===== config.mk =====
export PLATFORM = sky130hd
export DESIGN_NAME = uart_rx_flat
export DESIGN_NICKNAME = d
export VERILOG_FILES = /design/src/rtl/uart_rx_if.sv /design/src/rtl/uart_rx.sv /design/src/flat_wrapper.sv
export SDC_FILE = /design/constraint.sdc
export NUM_CORES = 1
export LEC_CHECK = 0
export CAP_MARGIN = 20
export CELL_PAD_IN_SITES_DETAIL_PLACEMENT = 1
export CELL_PAD_IN_SITES_GLOBAL_PLACEMENT = 2
export CORE_ASPECT_RATIO = 2
export CORE_MARGIN = 3
export CORE_UTILIZATION = 40
export DETAILED_ROUTE_END_ITERATION = 16
export DONT_BUFFER_PORTS = 1
export PLACE_DENSITY = 0.77
export SLEW_MARGIN = 20
export SYNTH_ARGS = -nofsm -noshare
export SYNTH_HDL_FRONTEND = slang
export SYNTH_SLANG_ARGS = --single-unit

===== constraint.sdc =====
create_clock -name clk -period 3.35 [get_ports clk]
set_input_delay 1.005 -clock clk [delete_from_list [all_inputs] [get_ports clk]]
set_output_delay 1.005 -clock clk [all_outputs]
set_load 0.01 [all_outputs]

===== src/rtl/uart_rx_if.sv =====
// Serial-line and received-word signals of the UART receiver.
// The master side drives the line and oversample tick; the slave side is the receiver.
interface uart_rx_if #(
  parameter int unsigned NBITS = 8
);
  logic             rx;
  logic             rx_clk;
  logic [NBITS-1:0] orx_data;
  logic             rx_done;
  logic             rx_frame_err;

  modport master (
    output rx,
    output rx_clk,
    input  orx_data,
    input  rx_done,
    input  rx_frame_err
  );

  modport slave (
    input  rx,
    input  rx_clk,
    output orx_data,
    output rx_done,
    output rx_frame_err
  );
endinterface


===== src/rtl/uart_rx.sv =====
// UART receiver: 16x oversampled, 2-flop synchronised input, LSB first, one stop bit.
// Define UART_RX_FRAME_ERR_EN to reject frames whose stop bit is sampled low.
module uart_rx #(
  parameter int unsigned NBITS = 8
) (
  input logic      clk,
  input logic      rstn,
  uart_rx_if.slave bus_io
);

  localparam int unsigned BitW = (NBITS > 1) ? $clog2(NBITS) : 1;

  typedef enum logic [1:0] {StIdle, StStart, StData, StStop} state_e;

  state_e           state_q, state_d;
  logic [3:0]       tick_q, tick_d;
  logic [BitW-1:0]  bit_q, bit_d;
  logic [NBITS-1:0] shift_q, shift_d;
  logic [NBITS-1:0] data_q, data_d;
  logic             done_q, done_d;
  logic             rx_meta_q, rx_s_q;

`ifdef UART_RX_FRAME_ERR_EN
  logic ferr_q, ferr_d;
`endif

  always_ff @(posedge clk) begin
    if (!rstn) begin
      rx_meta_q <= 1'b1;
      rx_s_q    <= 1'b1;
      state_q   <= StIdle;
      tick_q    <= '0;
      bit_q     <= '0;
      shift_q   <= '0;
      data_q    <= '0;
      done_q    <= 1'b0;
`ifdef UART_RX_FRAME_ERR_EN
      ferr_q    <= 1'b0;
`endif
    end else begin
      rx_meta_q <= bus_io.rx;
      rx_s_q    <= rx_meta_q;
      state_q   <= state_d;
      tick_q    <= tick_d;
      bit_q     <= bit_d;
      shift_q   <= shift_d;
      data_q    <= data_d;
      done_q    <= done_d;
`ifdef UART_RX_FRAME_ERR_EN
      ferr_q    <= ferr_d;
`endif
    end
  end

  always_comb begin
    state_d = state_q;
    tick_d  = tick_q;
    bit_d   = bit_q;
    shift_d = shift_q;
    data_d  = data_q;
    done_d  = 1'b0;
`ifdef UART_RX_FRAME_ERR_EN
    ferr_d  = 1'b0;
`endif

    unique case (state_q)
      // Start detect does not wait for a tick so the bit phase is set by the edge itself.
      StIdle: begin
        if (!rx_s_q) begin
          state_d = StStart;
          tick_d  = '0;
        end
      end

      StStart: begin
        if (bus_io.rx_clk) begin
          if (tick_q == 4'd7) begin
            tick_d  = '0;
            state_d = rx_s_q ? StIdle : StData;
          end else begin
            tick_d = tick_q + 4'd1;
          end
        end
      end

      StData: begin
        if (bus_io.rx_clk) begin
          if (tick_q == 4'd15) begin
            tick_d  = '0;
            shift_d = {rx_s_q, shift_q[NBITS-1:1]};
            if (bit_q == BitW'(NBITS - 1)) begin
              bit_d   = '0;
              state_d = StStop;
            end else begin
              bit_d = bit_q + 1'b1;
            end
          end else begin
            tick_d = tick_q + 4'd1;
          end
        end
      end

      StStop: begin
        if (bus_io.rx_clk) begin
          if (tick_q == 4'd15) begin
            tick_d  = '0;
            state_d = StIdle;
`ifdef UART_RX_FRAME_ERR_EN
            if (rx_s_q) begin
              done_d = 1'b1;
              data_d = shift_q;
            end else begin
              ferr_d = 1'b1;
            end
`else
            done_d = 1'b1;
            data_d = shift_q;
`endif
          end else begin
            tick_d = tick_q + 4'd1;
          end
        end
      end

      default: state_d = StIdle;
    endcase
  end

  assign bus_io.orx_data = data_q;
  assign bus_io.rx_done  = done_q;
`ifdef UART_RX_FRAME_ERR_EN
  assign bus_io.rx_frame_err = ferr_q;
`else
  assign bus_io.rx_frame_err = 1'b0;
`endif

endmodule


===== src/flat_wrapper.sv =====
// flat-port wrapper written by rule: the top's interface ports become plain ports
module uart_rx_flat 
#(
  parameter int unsigned NBITS = 8
)
  (clk, rstn, bus_io_rx, bus_io_rx_clk, bus_io_orx_data, bus_io_rx_done, bus_io_rx_frame_err);
  uart_rx_if #(.NBITS(NBITS)) bus_io_i ();
  input logic clk;
  input logic rstn;
  input wire logic [$bits(bus_io_i.rx)-1:0] bus_io_rx;
  input wire logic [$bits(bus_io_i.rx_clk)-1:0] bus_io_rx_clk;
  output wire logic [$bits(bus_io_i.orx_data)-1:0] bus_io_orx_data;
  output wire logic [$bits(bus_io_i.rx_done)-1:0] bus_io_rx_done;
  output wire logic [$bits(bus_io_i.rx_frame_err)-1:0] bus_io_rx_frame_err;
  assign bus_io_i.rx = bus_io_rx;
  assign bus_io_i.rx_clk = bus_io_rx_clk;
  assign bus_io_orx_data = bus_io_i.orx_data;
  assign bus_io_rx_done = bus_io_i.rx_done;
  assign bus_io_rx_frame_err = bus_io_i.rx_frame_err;
  uart_rx #(.NBITS(NBITS)) u_core (.clk(clk), .rstn(rstn), .bus_io(bus_io_i));
endmodule

==> results.txt <==
The area added between synthesis and finish is 1.39%. The post-route netlist has 10.0% of its cells at a drive strength greater than 1. The mean routed wirelength per cell is 16.9 microns. The max-slew violation total from the final report was 0. The number of buffers created by CTS is 3.

The slew at the pin closest to its max-slew limit is 0.536 ns. The setup violation total in the final timing report is 0. After synthesis, the cell types taking the most area are sky130_fd_sc_hd__dfxtp_1 44%, sky130_fd_sc_hd__mux2i_1 15%, sky130_fd_sc_hd__nand2_1 6.9%. The total number of clock tree sinks came out at 28. Global routing finished with a remaining overflow of 0. The effective utilization at floorplan came out at 42.3%. The initial detailed-routing violation count is 9. STA classifies the critical path startpoint as a flop.

For the worst setup path, the data required time is 3.50 ns. The row count is 28. For the finished layout, the period the worst path requires is 1.79 ns. For the final database, setup skew stands at 0.00267 ns. The final layout contains routed wiring with a total length of 2530 microns. The cell count after placement came out at 146. Summed over all cells, the static leakage comes to 0.520 nW.

The worst vdd rail ir drop is 284 uV. The cell count after synthesis came out at 126. The global-route usage over all layers is 14.8%. The initial antenna violation count is 0. After synthesis, the share of flip-flops with an asynchronous set or reset is 0%.

The first global-routing pass estimated 4220 microns of wire. In the layout the commonest cells are 28 x sky130_fd_sc_hd__dfxtp_1, 23 x sky130_fd_sc_hd__nand2_1, 19 x sky130_fd_sc_hd__mux2i_1. The die outline height came out at 85.4 microns. The port buffer count is 0. In this run the worst path has a maximum fanout of 9. The cell area after synthesis is 0.00126 sq mm. Summed over its instances, the top area cell type makes up 44.5% of the synthesized netlist area. The total DRC errors in the routed layout came out at 0. The synthesized design contains 0 enable-type register cells.

For this design the ratio of total power to cell area is 481 mW/mm^2. The slowest stage of the critical path belongs to the cell sky130_fd_sc_hd__or3_1. The cell count of the worst reg-to-reg path is 4. The maximum operating frequency is 0.558 GHz. Of all cell types, the one taking the most synthesized area is sky130_fd_sc_hd__dfxtp_1. For this design the total switching power over the nets is 112 uW. Clock latency on the worst-skew pair, taken at its later pin, is 0.27 ns.

The final estimated routing congestion in global placement is 0.770. The layout net count is 128. The hold-critical path depth came out at 1. The first TritonRoute pass finished after 4 iterations. For this run, the slowest stage of the critical path takes 0.58 ns. The area enclosed by the die boundary came out at 0.00390 sq mm. The flop and latch count out of synthesis is 28. The worst hold path belongs to the class reg2reg. The relative contribution of combinational cells to total power is 2.2%. The setup path with the least slack is of type reg2reg. The post-synthesis average cell area is 10.0 sq um.

In this run the post-CTS setup repair buffer count came out at 0. The sequential group share of total power came out at 55.4%. The end-of-flow core utilization is 42.9%. The buffer levels on the longest clock path is 2. The total count of hold-check failures in the final report is 0. STA classifies the critical path endpoint as a flop. In this run the tightest slew margin relative to its limit is 64.2%. The net switching fraction of the power is 18.2%. The clock-pin slew of the registers on the worst-case setup and hold paths is 0.09 ns. During synthesis, Yosys emitted a total of 0 warnings. The flow ran to the end, and the final reports show no timing, DRC or antenna violations. From left edge to right edge, the die measures 45.7 microns. For this run, the leading register cell type out of synthesis is sky130_fd_sc_hd__dfxtp_1. 14 I/O pins were placed. Gates resized during post-CTS repair numbered 0.

The synthesized netlist net count came out at 133. Data on the critical path arrives at its endpoint at 1.94 ns. The HPWL after detailed placement is 1890 microns. The deepest level of the CTS H-tree came out at 1. For the final routed database, the setup TNS stands at 0 ns. The final non-filler cell total came out at 150. Entering global routing, the biggest net connects 30 pins.

TritonCTS built the clock tree. After floorplanning, the core was sized to cover 0.00298 sq mm. The proportion of synthesized chip area in sequential cells came out at 44.5%.

The remaining antenna violation count after routing is 0. The clock root buffer is sky130_fd_sc_hd__clkbuf_8. The number of vias per cell after detailed routing is 5.72. The number of global-route vias before repair came to 906. The number of distinct library cell variants in the gate-level netlist after synthesis came out at 31. Walking the worst path, the cells encountered are ha_1 -> nand3_2 -> or3_1 -> mux2i_1. The routed layout has 858 vias. The number of antenna diodes in the final layout is 0. The total of fill cells in the finished design is 354. The count of hold buffers inserted by post-cts repair came out at 0. Internal power comes to 502 uW. The clock share of power came out at 42.4%. The share of the clock period used by the worst path came out at 53.5%. Setup repair after global routing left no endpoint under its margin.

The number of maximum-capacitance violations came out at 0. The leading cell type in the layout, fill and taps excluded is sky130_fd_sc_hd__dfxtp_1.
## routing by layer
metal,GRT usage [%],up-vias,wire (microns)
met2,27.4,9,1500
met3,2.34,4,47
li1,-,418,-
met4,6.67,0,36
met5,0,-,0
met1,14.7,427,947
## registers in the layout (all words and copies together) (netlist names), named ones only
name                    cells
u_core.bus_io.orx_data      8
u_core.rx_meta_q            1
u_core.rx_s_q               1
u_core.state_q              1
u_core.bit_q                3
u_core.shift_q              8
u_core.bus_io.rx_done       1
u_core.tick_q               4
## path summary, 6_finish.rpt
check | start | end | slack [ns]
max reg2reg | u_core.tick_q[0] | u_core.bus_io.orx_data[6] | 1.56
max | u_core.tick_q[0] | u_core.bus_io.orx_data[6] | 1.56
min | u_core.rx_meta_q | u_core.rx_s_q | 0.42
min reg2reg | u_core.rx_meta_q | u_core.rx_s_q | 0.42
## cell usage after synthesis (3+ instances only)
library cell / n
sky130_fd_sc_hd__dfxtp_1: 28
sky130_fd_sc_hd__nand3_1: 4
sky130_fd_sc_hd__mux2i_1: 19
sky130_fd_sc_hd__nand2b_1: 3
sky130_fd_sc_hd__or3_1: 4
sky130_fd_sc_hd__buf_4: 5
sky130_fd_sc_hd__nand4_1: 3
sky130_fd_sc_hd__inv_1: 4
sky130_fd_sc_hd__ha_1: 3
sky130_fd_sc_hd__nand2_1: 23
sky130_fd_sc_hd__a21oi_1: 3
sky130_fd_sc_hd__buf_6: 5
## stage by stage
step	hold WS [ns]	setup WS (ns)	total power [mW]	instance area (sq um)
finish	0.423	1.56	0.614	1280
global placement	0.392	1.36	0.361	1210
global route	0.443	1.46	0.638	1280
CTS	0.428	1.54	0.623	1280
detailed placement	0.404	1.33	0.362	1210
floorplan	0.386	1.55	0.367	1260
## worst max-delay path, delay by kind of cell, from the launching register on
kind	cells	cell delay, ns
adders and majority gates	1	0.36
DFF	1	0.40
and+or+nand+nor	2	0.71
muxes	1	0.19
## area by class of cell
cell class | instances | area (sq um) | area share [%]
clock buffers | 3 | 41.3 | 3.23
clock inverters | 1 | 30.0 | 2.35
inverters | 4 | 15.0 | 1.18
multi-input cells | 83 | 586 | 45.8
flip-flops and latches | 28 | 561 | 43.9
well taps | 30 | 37.5 | 2.94
repair buffers | 1 | 7.51 | 0.588
## cell families (layout without fill, tap and decap cells)
family	Yosys count	count (layout)	synth area share (%)
adder cells (fa/ha/maj)	3	3	2.98
flip-flops	28	28	44.5
AND/OR/NAND/NOR	46	46	19.6
multiplexers	19	19	15.1
XOR/XNOR	1	1	0.695
buffers and inverters	15	9	9.04
other	1	1	0.298
AO/OA/AOI/OAI	13	13	7.84
## power groups by stage
stage	Sequential (mW)	Clock (mW)	Combinational, mW
floorplan	0.345	0	0.0224
global placement	0.348	0	0.0132
detailed placement	0.348	0	0.0137
CTS	0.340	0.269	0.0137
global route	0.341	0.281	0.0155
finish	0.340	0.260	0.0137
Note: power is estimated with default switching activity, not from simulation.
